===== config.mk =====
export PLATFORM = sky130hd
export DESIGN_NAME = bpu_predictor_flat
export DESIGN_NICKNAME = d
export VERILOG_FILES = /design/src/rtl/bpu_predictor_if.sv /design/src/rtl/bpu_predictor.sv /design/src/flat_wrapper.sv
export SDC_FILE = /design/constraint.sdc
export NUM_CORES = 1
export LEC_CHECK = 0
export BUFFER_PORTS_ARGS = -buffer_cell sky130_fd_sc_hd__buf_4
export CAP_MARGIN = 20
export CORE_MARGIN = 3
export CORE_UTILIZATION = 50
export CTS_CLUSTER_DIAMETER = 50
export DETAILED_ROUTE_END_ITERATION = 10
export GPL_TIMING_DRIVEN = 0
export MAX_ROUTING_LAYER = met4
export PLACE_DENSITY = 0.68
export SYNTH_ARGS = -nofsm -noshare
export SYNTH_HDL_FRONTEND = slang
export SYNTH_SLANG_ARGS = --single-unit
export TNS_END_PERCENT = 100

===== constraint.sdc =====
create_clock -name clk -period 4.9 [get_ports clk]
set_input_delay 0.245 -clock clk [delete_from_list [all_inputs] [get_ports clk]]
set_output_delay 0.245 -clock clk [all_outputs]
set_load 0.005 [all_outputs]

===== src/rtl/bpu_predictor_if.sv =====
// Bundles the fetch-side prediction port and the execute-side resolve port of
// the branch prediction unit.
//   master : drives i_* (fetch/execute), observes o_*
//   slave  : the predictor; observes i_*, drives o_*
// i_pred_*    : branch offered for prediction (valid, pc, decoded target)
// o_pred_*    : ready (combinational) and the registered prediction
// i_resolve_* : actual outcome of the oldest in-flight branch
// o_*         : mispredict/redirect pulse, empty-resolve error, occupancy
interface bpu_predictor_if #(
    parameter int unsigned PC_WIDTH    = 32,
    parameter int unsigned QUEUE_DEPTH = 4
);
    localparam int unsigned CNT_W = $clog2(QUEUE_DEPTH) + 1;

    logic                i_pred_valid;
    logic [PC_WIDTH-1:0] i_pred_pc;
    logic [PC_WIDTH-1:0] i_pred_target;
    logic                o_pred_ready;
    logic                o_pred_valid;
    logic                o_pred_taken;
    logic [PC_WIDTH-1:0] o_pred_next_pc;
    logic                i_resolve_valid;
    logic                i_resolve_taken;
    logic                o_mispredict;
    logic [PC_WIDTH-1:0] o_redirect_pc;
    logic                o_resolve_err;
    logic [CNT_W-1:0]    o_count;

    modport master (
        output i_pred_valid, i_pred_pc, i_pred_target, i_resolve_valid, i_resolve_taken,
        input  o_pred_ready, o_pred_valid, o_pred_taken, o_pred_next_pc,
        input  o_mispredict, o_redirect_pc, o_resolve_err, o_count
    );

    modport slave (
        input  i_pred_valid, i_pred_pc, i_pred_target, i_resolve_valid, i_resolve_taken,
        output o_pred_ready, o_pred_valid, o_pred_taken, o_pred_next_pc,
        output o_mispredict, o_redirect_pc, o_resolve_err, o_count
    );
endinterface


===== src/rtl/bpu_predictor.sv =====
// Branch prediction unit: a table of 2-bit saturating counters (BHT) indexed
// by pc[2 +: log2(BHT_ENTRIES)] gives a registered taken/not-taken prediction
// and next fetch PC. Each accepted prediction is held in an in-order circular
// queue until execute resolves it; the resolve trains the BHT and, on a
// direction mismatch, raises a one-cycle mispredict with the correct PC and
// flushes every younger in-flight entry.
// Ports:
//   clk  : sole clock, rising edge
//   rst  : synchronous active-high reset
//   bus  : bpu_predictor_if slave modport (prediction + resolve ports)
module bpu_predictor #(
    parameter int unsigned PC_WIDTH    = 32,
    parameter int unsigned BHT_ENTRIES = 64,
    parameter int unsigned QUEUE_DEPTH = 4
) (
    input  logic              clk,
    input  logic              rst,
    bpu_predictor_if.slave    bus
);
    localparam int unsigned IDX_W = $clog2(BHT_ENTRIES);
    localparam int unsigned PTR_W = $clog2(QUEUE_DEPTH);
    localparam int unsigned CNT_W = PTR_W + 1;
    localparam logic [CNT_W-1:0] FULL_COUNT = CNT_W'(QUEUE_DEPTH);

    typedef struct packed {
        logic [PC_WIDTH-1:0] pc;
        logic [PC_WIDTH-1:0] target;
        logic                pred;
        logic [IDX_W-1:0]    idx;
    } entry_t;

    // State
    logic [BHT_ENTRIES-1:0][1:0] bht_q, bht_d;
    entry_t [QUEUE_DEPTH-1:0]    queue_q, queue_d;
    logic [PTR_W-1:0]            rd_ptr_q, rd_ptr_d;
    logic [PTR_W-1:0]            wr_ptr_q, wr_ptr_d;
    logic [CNT_W-1:0]            count_q, count_d;

    // Registered outputs
    logic                pred_valid_q, pred_valid_d;
    logic                pred_taken_q, pred_taken_d;
    logic [PC_WIDTH-1:0] pred_next_pc_q, pred_next_pc_d;
    logic                mispredict_q, mispredict_d;
    logic [PC_WIDTH-1:0] redirect_pc_q, redirect_pc_d;
    logic                resolve_err_q, resolve_err_d;

    // Combinational helpers
    logic             pred_ready;
    logic             push;
    logic             pop;
    logic             mispred;
    logic [IDX_W-1:0] lookup_idx;
    logic             lookup_taken;
    entry_t           head;
    logic [1:0]       head_ctr;
    logic [1:0]       train_ctr;

    always_comb begin
        pred_ready   = !rst && (count_q != FULL_COUNT);
        lookup_idx   = bus.i_pred_pc[2 +: IDX_W];
        // Lookup uses the pre-update table, so a same-cycle train is not seen.
        lookup_taken = bht_q[lookup_idx][1];
        head         = queue_q[rd_ptr_q];
        head_ctr     = bht_q[head.idx];
        // Ready is not relaxed by a same-cycle pop.
        push         = bus.i_pred_valid && pred_ready;
        pop          = bus.i_resolve_valid && (count_q != '0);
        mispred      = pop && (bus.i_resolve_taken != head.pred);
    end

    // Saturating counter training for the popped entry
    always_comb begin
        train_ctr = head_ctr;
        if (bus.i_resolve_taken) begin
            if (head_ctr != 2'b11) begin
                train_ctr = head_ctr + 2'b01;
            end
        end else begin
            if (head_ctr != 2'b00) begin
                train_ctr = head_ctr - 2'b01;
            end
        end
    end

    always_comb begin
        bht_d          = bht_q;
        queue_d        = queue_q;
        rd_ptr_d       = rd_ptr_q;
        wr_ptr_d       = wr_ptr_q;
        count_d        = count_q;
        pred_valid_d   = 1'b0;
        pred_taken_d   = 1'b0;
        pred_next_pc_d = '0;
        mispredict_d   = 1'b0;
        redirect_pc_d  = '0;
        resolve_err_d  = bus.i_resolve_valid && (count_q == '0);

        if (pop) begin
            bht_d[head.idx] = train_ctr;
        end

        if (mispred) begin
            // Drop the head and everything younger; the same-cycle push is lost too.
            rd_ptr_d      = rd_ptr_q + PTR_W'(1);
            wr_ptr_d      = rd_ptr_q + PTR_W'(1);
            count_d       = '0;
            mispredict_d  = 1'b1;
            redirect_pc_d = bus.i_resolve_taken ? head.target : head.pc + PC_WIDTH'(4);
        end else begin
            if (push) begin
                queue_d[wr_ptr_q] = '{
                    pc:     bus.i_pred_pc,
                    target: bus.i_pred_target,
                    pred:   lookup_taken,
                    idx:    lookup_idx
                };
                wr_ptr_d       = wr_ptr_q + PTR_W'(1);
                pred_valid_d   = 1'b1;
                pred_taken_d   = lookup_taken;
                pred_next_pc_d = lookup_taken ? bus.i_pred_target
                                              : bus.i_pred_pc + PC_WIDTH'(4);
            end
            if (pop) begin
                rd_ptr_d = rd_ptr_q + PTR_W'(1);
            end
            count_d = count_q + CNT_W'(push) - CNT_W'(pop);
        end
    end

    always_ff @(posedge clk) begin
        if (rst) begin
            bht_q          <= {BHT_ENTRIES{2'b01}};
            queue_q        <= '0;
            rd_ptr_q       <= '0;
            wr_ptr_q       <= '0;
            count_q        <= '0;
            pred_valid_q   <= 1'b0;
            pred_taken_q   <= 1'b0;
            pred_next_pc_q <= '0;
            mispredict_q   <= 1'b0;
            redirect_pc_q  <= '0;
            resolve_err_q  <= 1'b0;
        end else begin
            bht_q          <= bht_d;
            queue_q        <= queue_d;
            rd_ptr_q       <= rd_ptr_d;
            wr_ptr_q       <= wr_ptr_d;
            count_q        <= count_d;
            pred_valid_q   <= pred_valid_d;
            pred_taken_q   <= pred_taken_d;
            pred_next_pc_q <= pred_next_pc_d;
            mispredict_q   <= mispredict_d;
            redirect_pc_q  <= redirect_pc_d;
            resolve_err_q  <= resolve_err_d;
        end
    end

    assign bus.o_pred_ready   = pred_ready;
    assign bus.o_pred_valid   = pred_valid_q;
    assign bus.o_pred_taken   = pred_taken_q;
    assign bus.o_pred_next_pc = pred_next_pc_q;
    assign bus.o_mispredict   = mispredict_q;
    assign bus.o_redirect_pc  = redirect_pc_q;
    assign bus.o_resolve_err  = resolve_err_q;
    assign bus.o_count        = count_q;
endmodule

===== src/flat_wrapper.sv =====
// flat-port wrapper written by rule: the top's interface ports become plain ports
module bpu_predictor_flat 
#(
    parameter int unsigned PC_WIDTH    = 32,
    parameter int unsigned BHT_ENTRIES = 64,
    parameter int unsigned QUEUE_DEPTH = 4
)
  (clk, rst, bus_i_pred_valid, bus_i_pred_pc, bus_i_pred_target, bus_i_resolve_valid, bus_i_resolve_taken, bus_o_pred_ready, bus_o_pred_valid, bus_o_pred_taken, bus_o_pred_next_pc, bus_o_mispredict, bus_o_redirect_pc, bus_o_resolve_err, bus_o_count);
  bpu_predictor_if #(.PC_WIDTH(PC_WIDTH), .QUEUE_DEPTH(QUEUE_DEPTH)) bus_i ();
  input  logic clk;
  input  logic rst;
  input wire logic [$bits(bus_i.i_pred_valid)-1:0] bus_i_pred_valid;
  input wire logic [$bits(bus_i.i_pred_pc)-1:0] bus_i_pred_pc;
  input wire logic [$bits(bus_i.i_pred_target)-1:0] bus_i_pred_target;
  input wire logic [$bits(bus_i.i_resolve_valid)-1:0] bus_i_resolve_valid;
  input wire logic [$bits(bus_i.i_resolve_taken)-1:0] bus_i_resolve_taken;
  output wire logic [$bits(bus_i.o_pred_ready)-1:0] bus_o_pred_ready;
  output wire logic [$bits(bus_i.o_pred_valid)-1:0] bus_o_pred_valid;
  output wire logic [$bits(bus_i.o_pred_taken)-1:0] bus_o_pred_taken;
  output wire logic [$bits(bus_i.o_pred_next_pc)-1:0] bus_o_pred_next_pc;
  output wire logic [$bits(bus_i.o_mispredict)-1:0] bus_o_mispredict;
  output wire logic [$bits(bus_i.o_redirect_pc)-1:0] bus_o_redirect_pc;
  output wire logic [$bits(bus_i.o_resolve_err)-1:0] bus_o_resolve_err;
  output wire logic [$bits(bus_i.o_count)-1:0] bus_o_count;
  assign bus_i.i_pred_valid = bus_i_pred_valid;
  assign bus_i.i_pred_pc = bus_i_pred_pc;
  assign bus_i.i_pred_target = bus_i_pred_target;
  assign bus_i.i_resolve_valid = bus_i_resolve_valid;
  assign bus_i.i_resolve_taken = bus_i_resolve_taken;
  assign bus_o_pred_ready = bus_i.o_pred_ready;
  assign bus_o_pred_valid = bus_i.o_pred_valid;
  assign bus_o_pred_taken = bus_i.o_pred_taken;
  assign bus_o_pred_next_pc = bus_i.o_pred_next_pc;
  assign bus_o_mispredict = bus_i.o_mispredict;
  assign bus_o_redirect_pc = bus_i.o_redirect_pc;
  assign bus_o_resolve_err = bus_i.o_resolve_err;
  assign bus_o_count = bus_i.o_count;
  bpu_predictor #(.PC_WIDTH(PC_WIDTH), .BHT_ENTRIES(BHT_ENTRIES), .QUEUE_DEPTH(QUEUE_DEPTH)) u_core (.clk(clk), .rst(rst), .bus(bus_i));
endmodule

Yosys cells after proc, flatten, opt, wreduce, memory -nomap -nowiden
Index checks and enable logic that the tools add are counted.

cells by class
  $add $sub $neg = 8
  $lt $le $gt $ge = 6
  equal/unequal tests = 3
  mux-type cells = 23
  bitwise gates (word level) = 2
  reductions and logical operators = 17

operators with widths
  operator                 count
  $bwmux W284              1
  $bmux W71 S2             1
  $demux W71 S2            1
  $mux W71                 2
  $bwmux W128              1
  $add A32 B3 Y32 const B  2
  $mux W32                 2
  $bmux W2 S6              2
  $mux W2                  10
  $lt A6 B7 Y1 const B     2
  $demux W2 S6             1
  $logic_and A1 B1 Y1      7
  $add A2 B1 Y2 const B    3
  $ge A6 B1 Y1 const B     1
  $lt A2 B3 Y1 const B     2
  $reduce_bool A2 Y1       3
  $reduce_or A2 Y1         2
  $add A3 B1 Y3            1
  $logic_not A3 Y1         1
  $ne A3 B3 Y1 const B     1
  $reduce_bool A3 Y1       1
  $reduce_or A3 Y1         1
  $sub A3 B1 Y3            1
  $ge A2 B1 Y1 const B     1
  other kinds (7)          9

storage, ports and cells
  flip-flop bits (word level) = 487
  bits of input ports = 69
  output and inout port bits = 72
  logic and storage cells = 148

Depth between registers and ports, before layout
Gate-level depths: netlist (run 1).

  word-level depth = 8
  gate-level depth with buffers = 16
  depth with buffers taken out = 12

Worst setup path before layout (run 1)
Ideal clock, no wire load.

  path kind = register to register
  start = register u_core.rd_ptr_q[0]
  end = register u_core.bht_q[10] (netlist bit)
  data arrival time = 3003 ps
  data required time = 4780 ps
  slack = 1777 ps
  cell stages (with the launch flop) = 14
  buffers on the path = 3
  period minus slack after synthesis = 3123 ps
  cells stage by stage = dfxtp_1 > buf_4 > mux2_4 > inv_4 > mux2_2 > a22oi_1 > o22ai_1 > a221o_1 > nor4b_4 > nand2_1 > maj3_2 > buf_6 > buf_6 > a211o_1

between the ends
  longest elaborated chain between the ends = 8
  elaborated cells between the ends (all ways) = 17
  classes of those cells = 2 x add/sub; 2 x order compare; 1 x eq/ne; 10 x mux; 2 x reduce/logical

RTL lines
  element                                      RTL line                                  source
  start, declared                              bpu_predictor.sv:35                       logic [PTR_W-1:0] rd_ptr_q, rd_ptr_d;
  start signal, assigned                       bpu_predictor.sv:146                      rd_ptr_q <= rd_ptr_d;
  $bmux W71 S2 *                               bpu_predictor.sv:63                       head = queue_q[rd_ptr_q];
  $mux W71 (implied by the code) *             bpu_predictor.sv:63
  $bmux W2 S6                                  bpu_predictor.sv:64                       head_ctr = bht_q[head.idx];
  $mux W2 (implied by the code)                bpu_predictor.sv:64
  $sub A2 B1 Y2, or another cell as far along  bpu_predictor.sv:80                       train_ctr = head_ctr - 2'b01;
  $mux W2 (on tied branches)                   bpu_predictor.sv:79, bpu_predictor.sv:75
  $mux W2                                      bpu_predictor.sv:74                       if (bus.i_resolve_taken) begin
  $bwmux W128 *                                bpu_predictor.sv:99                       bht_d[head.idx] = train_ctr;
  end signal, assigned                         bpu_predictor.sv:132                      bht_q <= {BHT_ENTRIES{2'b01}};
  end signal, assigned                         bpu_predictor.sv:144                      bht_q <= bht_d;
  end, declared                                bpu_predictor.sv:33                       logic [BHT_ENTRIES-1:0][1:0] bht_q, bht_d;

Every way passes the cells marked *; elsewhere a longest branch is shown, timed or not. The select of a mux whose other input is x is not followed.
A chain may end at the register's enable or synchronous reset.

Final worst setup path (run 1)
  start = register u_core.rd_ptr_q[0]
  end = register u_core.queue_q[269] (netlist bit)

between the ends
  longest elaborated chain between the ends = 6

RTL lines
  element                             RTL line              source
  $bmux W71 S2                        bpu_predictor.sv:63
  $mux W71 (implied by the code)      bpu_predictor.sv:63
  $ne A1 B1 Y1                        bpu_predictor.sv:68   mispred = pop && (bus.i_resolve_taken != head.pred);
  $logic_and A1 B1 Y1                 bpu_predictor.sv:68
  $not A1 Y1 (no source line)         --
  $reduce_and A2 Y1 (no source line)  --
  end signal, assigned                bpu_predictor.sv:145  queue_q <= queue_d;
  end, declared                       bpu_predictor.sv:34   entry_t [QUEUE_DEPTH-1:0] queue_q, queue_d;

Every way passes these cells. The select of a mux whose other input is x is not followed.

==> results of run 1 <==
## final timing paths
check             slack, ns  depth (start not counted)                          endpoint
setup reg to reg       0.26                         12  u_core.queue_q[269]$_SDFFE_PP0P_
setup / recovery       0.26                         12  u_core.queue_q[269]$_SDFFE_PP0P_
hold reg to reg        0.45                          2  u_core.queue_q[238]$_SDFFE_PP0P_
hold / removal         0.05                          3  u_core.queue_q[277]$_SDFFE_PP0P_
## layer usage
layer | track usage, % | vias up
met3 | 7.11 | 181
met2 | 45.4 | 1160
li1 | - | 8731
met5 | - | -
met4 | 10.5 | 0
met1 | 46.9 | 9291
## cell type report
class	count	share of cell area (%)
multi-input combinational	1733	43.3
sequential	463	37.6
clock buffer	68	5.81
timing repair buffer	173	5.76
buffer	195	3.73
tap	532	2.70
clock inverter	22	0.802
inverter	19	0.299
antenna	2	0.0203
## power by group through the flow
stage | combinational (uW) | sequential [uW] | clock (uW)
finish | 2330 | 4040 | 3780
global route | 2470 | 4060 | 3960
CTS | 2280 | 4040 | 3810
detailed placement | 2240 | 4120 | 0
global placement | 2210 | 4110 | 0
floorplan | 1480 | 4090 | 0
## through the flow
step	worst slack [ns]	hold WS, ns
after floorplan	1.78	0.381
after global placement	0.483	0.438
after detailed placement	0.457	0.444
after CTS	0.435	0.0308
after global routing	0.142	0.0635
final	0.263	0.0481
## cell families (layout without fill, tap and decap cells)
family	count (synthesis)	in the layout	synth area share [%]
buffers and inverters	214	477	4.74
adders and majority gates	10	10	0.628
muxes	149	149	12.8
DFF	463	463	44.3
xor gates and xnor gates	56	56	2.34
other	0	2	0
AOI/OAI and AO/OA	512	512	15.0
and+or+nand+nor	1006	1006	20.2
## repair_timing
action / 4_1_cts / 5_1_grt
buffers inserted: 0 / 0
hold buffers: 48 / 0
endpoints found under the setup margin: 0 / 0
endpoints found under the hold margin: 211 / 0
## sequential cells by signal, indices dropped and copies added (netlist names), 2 cells and up
name,cells
u_core.bht_q,128
u_core.wr_ptr_q,2
u_core.queue_q,260
u_core.bus.o_redirect_pc,32
u_core.bus.o_pred_next_pc,32
u_core.bus.o_count,3
u_core.rd_ptr_q,2
## cells in the mapped netlist (all sizes together), types with 13 or more instances
cell	instances
nand2	565
dfxtp	463
a21oi	318
nor2	260
clkbuf	111
mux4	92
buf	84
nor2b	79
a211oi	70
a211o	64
mux2i	41
nand3	31
xor2	30
xnor2	26
inv	18
mux2	16
o21ai	13
## tightest hold or removal path: cells and delay by family
family | cells | cell delay (ns)
buffers and inverters | 1 | 0.19
AO/OA/AOI/OAI | 1 | 0.06
AND/OR/NAND/NOR | 1 | 0.10
==> results by group, run 1 <==
Timing
  – Fin. max-slew vios: 0
  – Final Skew: between 0.01 and 0.015 ns
  – Max-Slew Margin vs Limit: ~28%
  – TNS Setup: 0 ns
  – Fmax: about 0.22 GHz
  – RSZ-0062 raised after global routing: no
  – Final Hold Vio Count: 0
  – Setup-failing EPs final: 0
  – Final min period: 4.64 ns
  – Fin crit share: about 95%
  – Slew @ Worst Pin: roughly 1.1 ns

Global routing
  – Largest net degree at the start of global routing: 15
  – Initial antenna violation count: 2
  – Vias in the first global route: 18,000
  – Tot GR Track Use: around a third
  – First-pass GRT wire length: around 110,000 um
  – Remaining global-route overflow: 0

Layout
  – Layout cell share with drive strength beyond 1: approximately 14%
  – Multi-input logic area: roughly 11,000 sq um
  – Final Non-Filler Cells: ~3,200
  – Most frequent cells in the layout: nand2_1, dfxtp_1, a21oi_1
  – Final #Nets: ~2,700
  – Area growth from synthesis to layout: 17.8%
  – Fillers: around 3,700
  – Fin area: 24,600 sq um
  – Area taken by flip-flops and latches: roughly 9300 sq um
  – Final core utilization: about 60%
  – Commonest non-fill, non-tap cell in the layout: nand2_1

Setup path
  – Crit path cell chain: buf_4, buf_4, buf_4, mux4_2, xnor2_1, o21ai_1, clkinv_1, and2_1, clkbuf_1, clkbuf_1, nand2_1, a21oi_1
  – Worst r2r src: u_core.rd_ptr_q[0]$_SDFFE_PP0P_
  – Critical path class: flop to flop
  – Worst EP arrival: around 5 ns
  – Slowest cell on crit path: o21ai_1
  – Worst Setup SP: u_core.rd_ptr_q[0]$_SDFFE_PP0P_
  – Worst path top cell family by delay: buffers and inverters
  – Cell mode on critical path: buf_4
  – CP Launch Type: flop
  – Crit Path Max Fanout: 10
  – Worst path max stage delay: 0.68 ns
  – Buf+Inv Stages, Crit Path: 6
  – CP endpoint kind: flop
  – CP required: approximately 5.4 ns

CTS
  – H-tree depth: 2
  – Worst-path clk slew: around 0.060 ns
  – CTS root buf: clkbuf_16
  – Clock Tree Buf Depth: 3
  – Post-CTS sizing: 0
  – Number of CTS-inserted buffers: between 50 and 60
  – CTS tree: yes
  – Worst skew pair latency: ~0.60 ns
  – Clock Sinks: roughly 460

Routing
  – Met3 wire length: around 8600 um
  – Vias per cell: ~6.0
  – WL met2: between 30,000 and 40,000 um
  – Top sig layer: met4
  – Average wire per standard cell: 22.5 um
  – Pre-Repair DR Iteration Count: 6
  – Via count: between 15,000 and 20,000
  – First DRT Iteration DRCs: approximately 2,400
  – WL final: around 72,000 um
  – Metal1 wirelength: 30,700 um
  – DRC: 0
  – Post-detailed-route count of antenna-violating nets: 0

Power
  – Clock Power Share: between 30% and 40%
  – Leakage: ~0.0083 uW
  – Combinational power share: between 20% and 30%
  – Pwr Density: approximately 410 nW/um^2
  – Pint: 6950 uW
  – Worst vdd ir: between 0.2 and 0.3 mV
  – Power, Total: slightly above 10,000 uW
  – Psw: approximately 3200 uW
  – Sw Ratio: between 30% and 40%
  – Sequential fraction of design power: between 30% and 40%

Yosys
  – Syn Inst Count: ~2,400
  – Total of warnings raised by yosys: 0
  – Syn Nets: between 2,000 and 2,500
  – Dominant cell type by area after synthesis: dfxtp_1
  – Async SR Flop Fraction: 0%
  – Number of synthesized flops with an enable pin: 0
  – Largest cells by area after synthesis: dfxtp_1, nand2_1, mux4_2, a21oi_1, nor2_1
  – Top cell type's share of synthesized area: around 44%
  – Yosys cell types: 63
  – Commonest register cell after synthesis: dfxtp_1
  – Mapped Area: 20,900 sq um
  – Seq/Total Area, Yosys: ~44%
  – #FFs+latches synth: between 400 and 500
  – Avg Inst Size Synth: 8.68 sq um

Place
  – PortBufs: around 130
  – Total placed instance area: ~23,000 sq um
  – HPWL Detailed: roughly 52,000 um
  – Placed Cells: 3,067
  – Routability cong.: about 1

Die
  – Initial Util: 50.9%
  – Die area: ~44,000 sq um
  – I/O pin cnt: 141
  – Die width: around 210 um
  – Core Box Area: 41,100 sq um
  – # rows: 74
  – Vert. Die Dim: 211 um

Run
  – Max_cap viols: 0

Status
  – Outcome: finished clean

Worst hold path
  – Hold_sp: bus_i_pred_pc[25]
  – Worst hold path class: input port to flop
Power figures use the tool's default switching activity.
==> inputs of run 2 (changes only) <==
CORE_UTILIZATION = 45   (was 50)
PLACE_DENSITY = not set   (was 0.68)
==> run 2 against run 1 <==
Effect of this change: clock power rose by 13%; fmax decreased by 0.44%; utilization shrank 5.2 points; clock-buffer cell count increased by 5; die area is 11% higher; via count decreased by 0.62%; first-iteration DRC count is 17% lower; critical path depth did not move; total power grew 5.2%.
==> results by group, run 2 (synthesis results as in run 1) <==
Power
  – Psw: 3310 uW
  – Pint: 7370 uW
  – Worst vdd ir: 0.351 mV
  – Pwr Density: ~430 nW/um^2
  – Sequential fraction of design power: between 30% and 40%
  – Clock Power Share: 40.1%
  – Combinational power share: between 20 and 25%
  – Power, Total: ~11,000 uW
  – Sw Ratio: 31.0%
  – Leakage: about 0.0084 uW

Setup path
  – CP required: 5.36 ns
  – Worst R2R Path Depth: 12
  – Worst reg2reg endpoint: u_core.queue_q[246]$_SDFFE_PP0P_
  – Slowest cell on crit path: o21ai_1
  – Cell mode on critical path: buf_4
  – FF-to-FF setup slack: ~0.24 ns
  – CP endpoint kind: flop
  – Crit path cell chain: buf_4, buf_4, buf_4, mux4_2, xnor2_1, o21ai_1, clkinv_1, and2_1, clkbuf_1, clkbuf_1, nand2_1, a21oi_1
  – Worst r2r src: u_core.rd_ptr_q[0]$_SDFFE_PP0P_
  – Critical path class: flop to flop
  – Worst path max stage delay: 0.71 ns
  – CP Launch Type: flop
  – Worst EP arrival: 5.12 ns
  – Crit Path Max Fanout: 10

CTS
  – Clock Sinks: approximately 460
  – H-tree depth: 2
  – Post-CTS setup buffer count: 0
  – CTS tree: yes
  – Worst skew pair latency: slightly above 0.6 ns
  – Number of CTS-inserted buffers: 55
  – Worst-path clk slew: roughly 0.060 ns
  – CTS root buf: clkbuf_16
  – Clock Tree Buf Depth: 3

Layout
  – Final #Nets: around 2,700
  – Most frequent cells in the layout: nand2_1, dfxtp_1, a21oi_1
  – Layout cell share with drive strength beyond 1: ~14%
  – Fillers: roughly 4,200
  – Fin area: around 25,000 sq um
  – Top reg by flops: u_core.queue_q
  – Commonest non-fill, non-tap cell in the layout: nand2_1
  – Area growth from synthesis to layout: 19.4%
  – Final core utilization: between 50% and 60%
  – Largest regs: u_core.queue_q (260), u_core.bht_q (128)
  – Max reg flops: 260

Routing
  – Average wire per standard cell: about 23 um
  – Vias per cell: roughly 5.9
  – DRC: 0
  – First DRT Iteration DRCs: a little under 2,000
  – WL final: between 70,000 and 80,000 um
  – Post-detailed-route count of antenna-violating nets: 0
  – Via count: roughly 19,000
  – Pre-Repair DR Iteration Count: 5

Global routing
  – Vias in the first global route: 18,200
  – Most Crowded Layer GR: met2
  – Tot GR Track Use: just over 30%
  – Largest net degree at the start of global routing: 14
  – Remaining global-route overflow: 0
  – Initial antenna violation count: 2
  – First-pass GRT wire length: between 100,000 and 150,000 um
  – Grt met2 use: roughly 44%
  – Met1 Track Usage GR: around 43%
  – Met3 Usage GRT: around 7.2%

Place
  – Routability cong.: slightly below 1
  – HPWL Detailed: about 53,000 um
  – Total placed instance area: around 23,000 sq um
  – PortBufs: 125

Die
  – I/O pin cnt: approximately 140
  – Vert. Die Dim: 222 um
  – # rows: roughly 80
  – Die area: roughly 49,000 sq um
  – Die width: between 200 and 250 um
  – Initial Util: a little under half
  – Core Box Area: around 46,000 sq um

Timing
  – Fmax: 0.215 GHz
  – Setup-failing EPs final: 0
  – Final min period: between 4 and 5 ns
  – Slew @ Worst Pin: 1.25 ns
  – TNS Setup: 0 ns
  – Min Hold Slack: roughly 0.028 ns
  – Fin crit share: between 90% and 100%
  – Max-Slew Margin vs Limit: between 15 and 20%
  – Fin. max-slew vios: 0
  – RSZ-0062 raised after global routing: no
  – Final Hold Vio Count: 0
  – Final Skew: 0.0186 ns

Worst hold path
  – Worst hold path class: input port to flop
  – Hold_sp: bus_i_pred_pc[22]
  – WHS Path Cells: 3
  – Hold EP: u_core.queue_q[61]$_SDFFE_PP0P_

Run
  – Max_cap viols: 0

Status
  – Outcome: finished clean
-- run 2: critical path: cells and delay by family, from the launching register on --
kind,cells,cell delay (ns)
muxes,1,0.56
AOI/OAI and AO/OA,2,0.79
and+or+nand+nor,2,0.51
xor gates and xnor gates,1,0.22
buffers and inverters,6,2.06
DFF,1,0.37
-- run 2: how the worst max path moves through the flow --
stage	from	endpoint	slack, ns
floorplan	u_core.rd_ptr_q[0]$_SDFFE_PP0P_	u_core.bht_q[10]$_SDFFE_PP1P_	1.78
global placement	u_core.rd_ptr_q[0]$_SDFFE_PP0P_	u_core.queue_q[265]$_SDFFE_PP0P_	0.40
detailed placement	bus_i_pred_pc[2]	u_core.bus.o_pred_next_pc[28]$_SDFF_PP0_	0.41
CTS	u_core.rd_ptr_q[0]$_SDFFE_PP0P_	u_core.queue_q[105]$_SDFFE_PP0P_	0.39
global route	u_core.rd_ptr_q[0]$_SDFFE_PP0P_	u_core.queue_q[33]$_SDFFE_PP0P_	0.02
finish	u_core.rd_ptr_q[0]$_SDFFE_PP0P_	u_core.queue_q[246]$_SDFFE_PP0P_	0.24
-- run 2: area by class of cell --
| class | instances | area (sq um) | share of cell area [%] |
|---|---|---|---|
| multi-input combinational | 1733 | 10700 | 42.7 |
| tap | 600 | 751 | 3.00 |
| buffer | 195 | 918 | 3.68 |
| inverter | 19 | 73.8 | 0.295 |
| timing repair buffer | 173 | 1420 | 5.68 |
| antenna | 1 | 2.50 | 0.0100 |
| sequential | 463 | 9270 | 37.1 |
| clock inverter | 23 | 300 | 1.20 |
| clock buffer | 73 | 1590 | 6.35 |
-- run 2: metal layers --
metal,vias to the layer above,routed length [um]
met5,-,0
met3,165,7990
met4,0,2170
met2,972,31600
li1,8742,-
met1,9364,33300
-- run 2: per-stage QoR --
step,worst slack (ns),cells
after CTS,0.388,3279
final,0.243,3280
after global routing,0.0215,3280
after global placement,0.402,3135
after detailed placement,0.407,3135
after floorplan,1.78,2410
-- run 2: repair_timing --
item | CTS | global route
hold endpoints to repair | 212 | 0
hold buffers | 48 | 0
gates resized for setup | 0 | 0
-- run 2: power by group through the flow --
stage,clock network [uW],logic [uW],registers [uW]
finish,4290,2360,4040
global route,4460,2510,4050
CTS,4310,2320,4030
detailed placement,0,2280,4110
global placement,0,2250,4110
floorplan,0,1480,4090
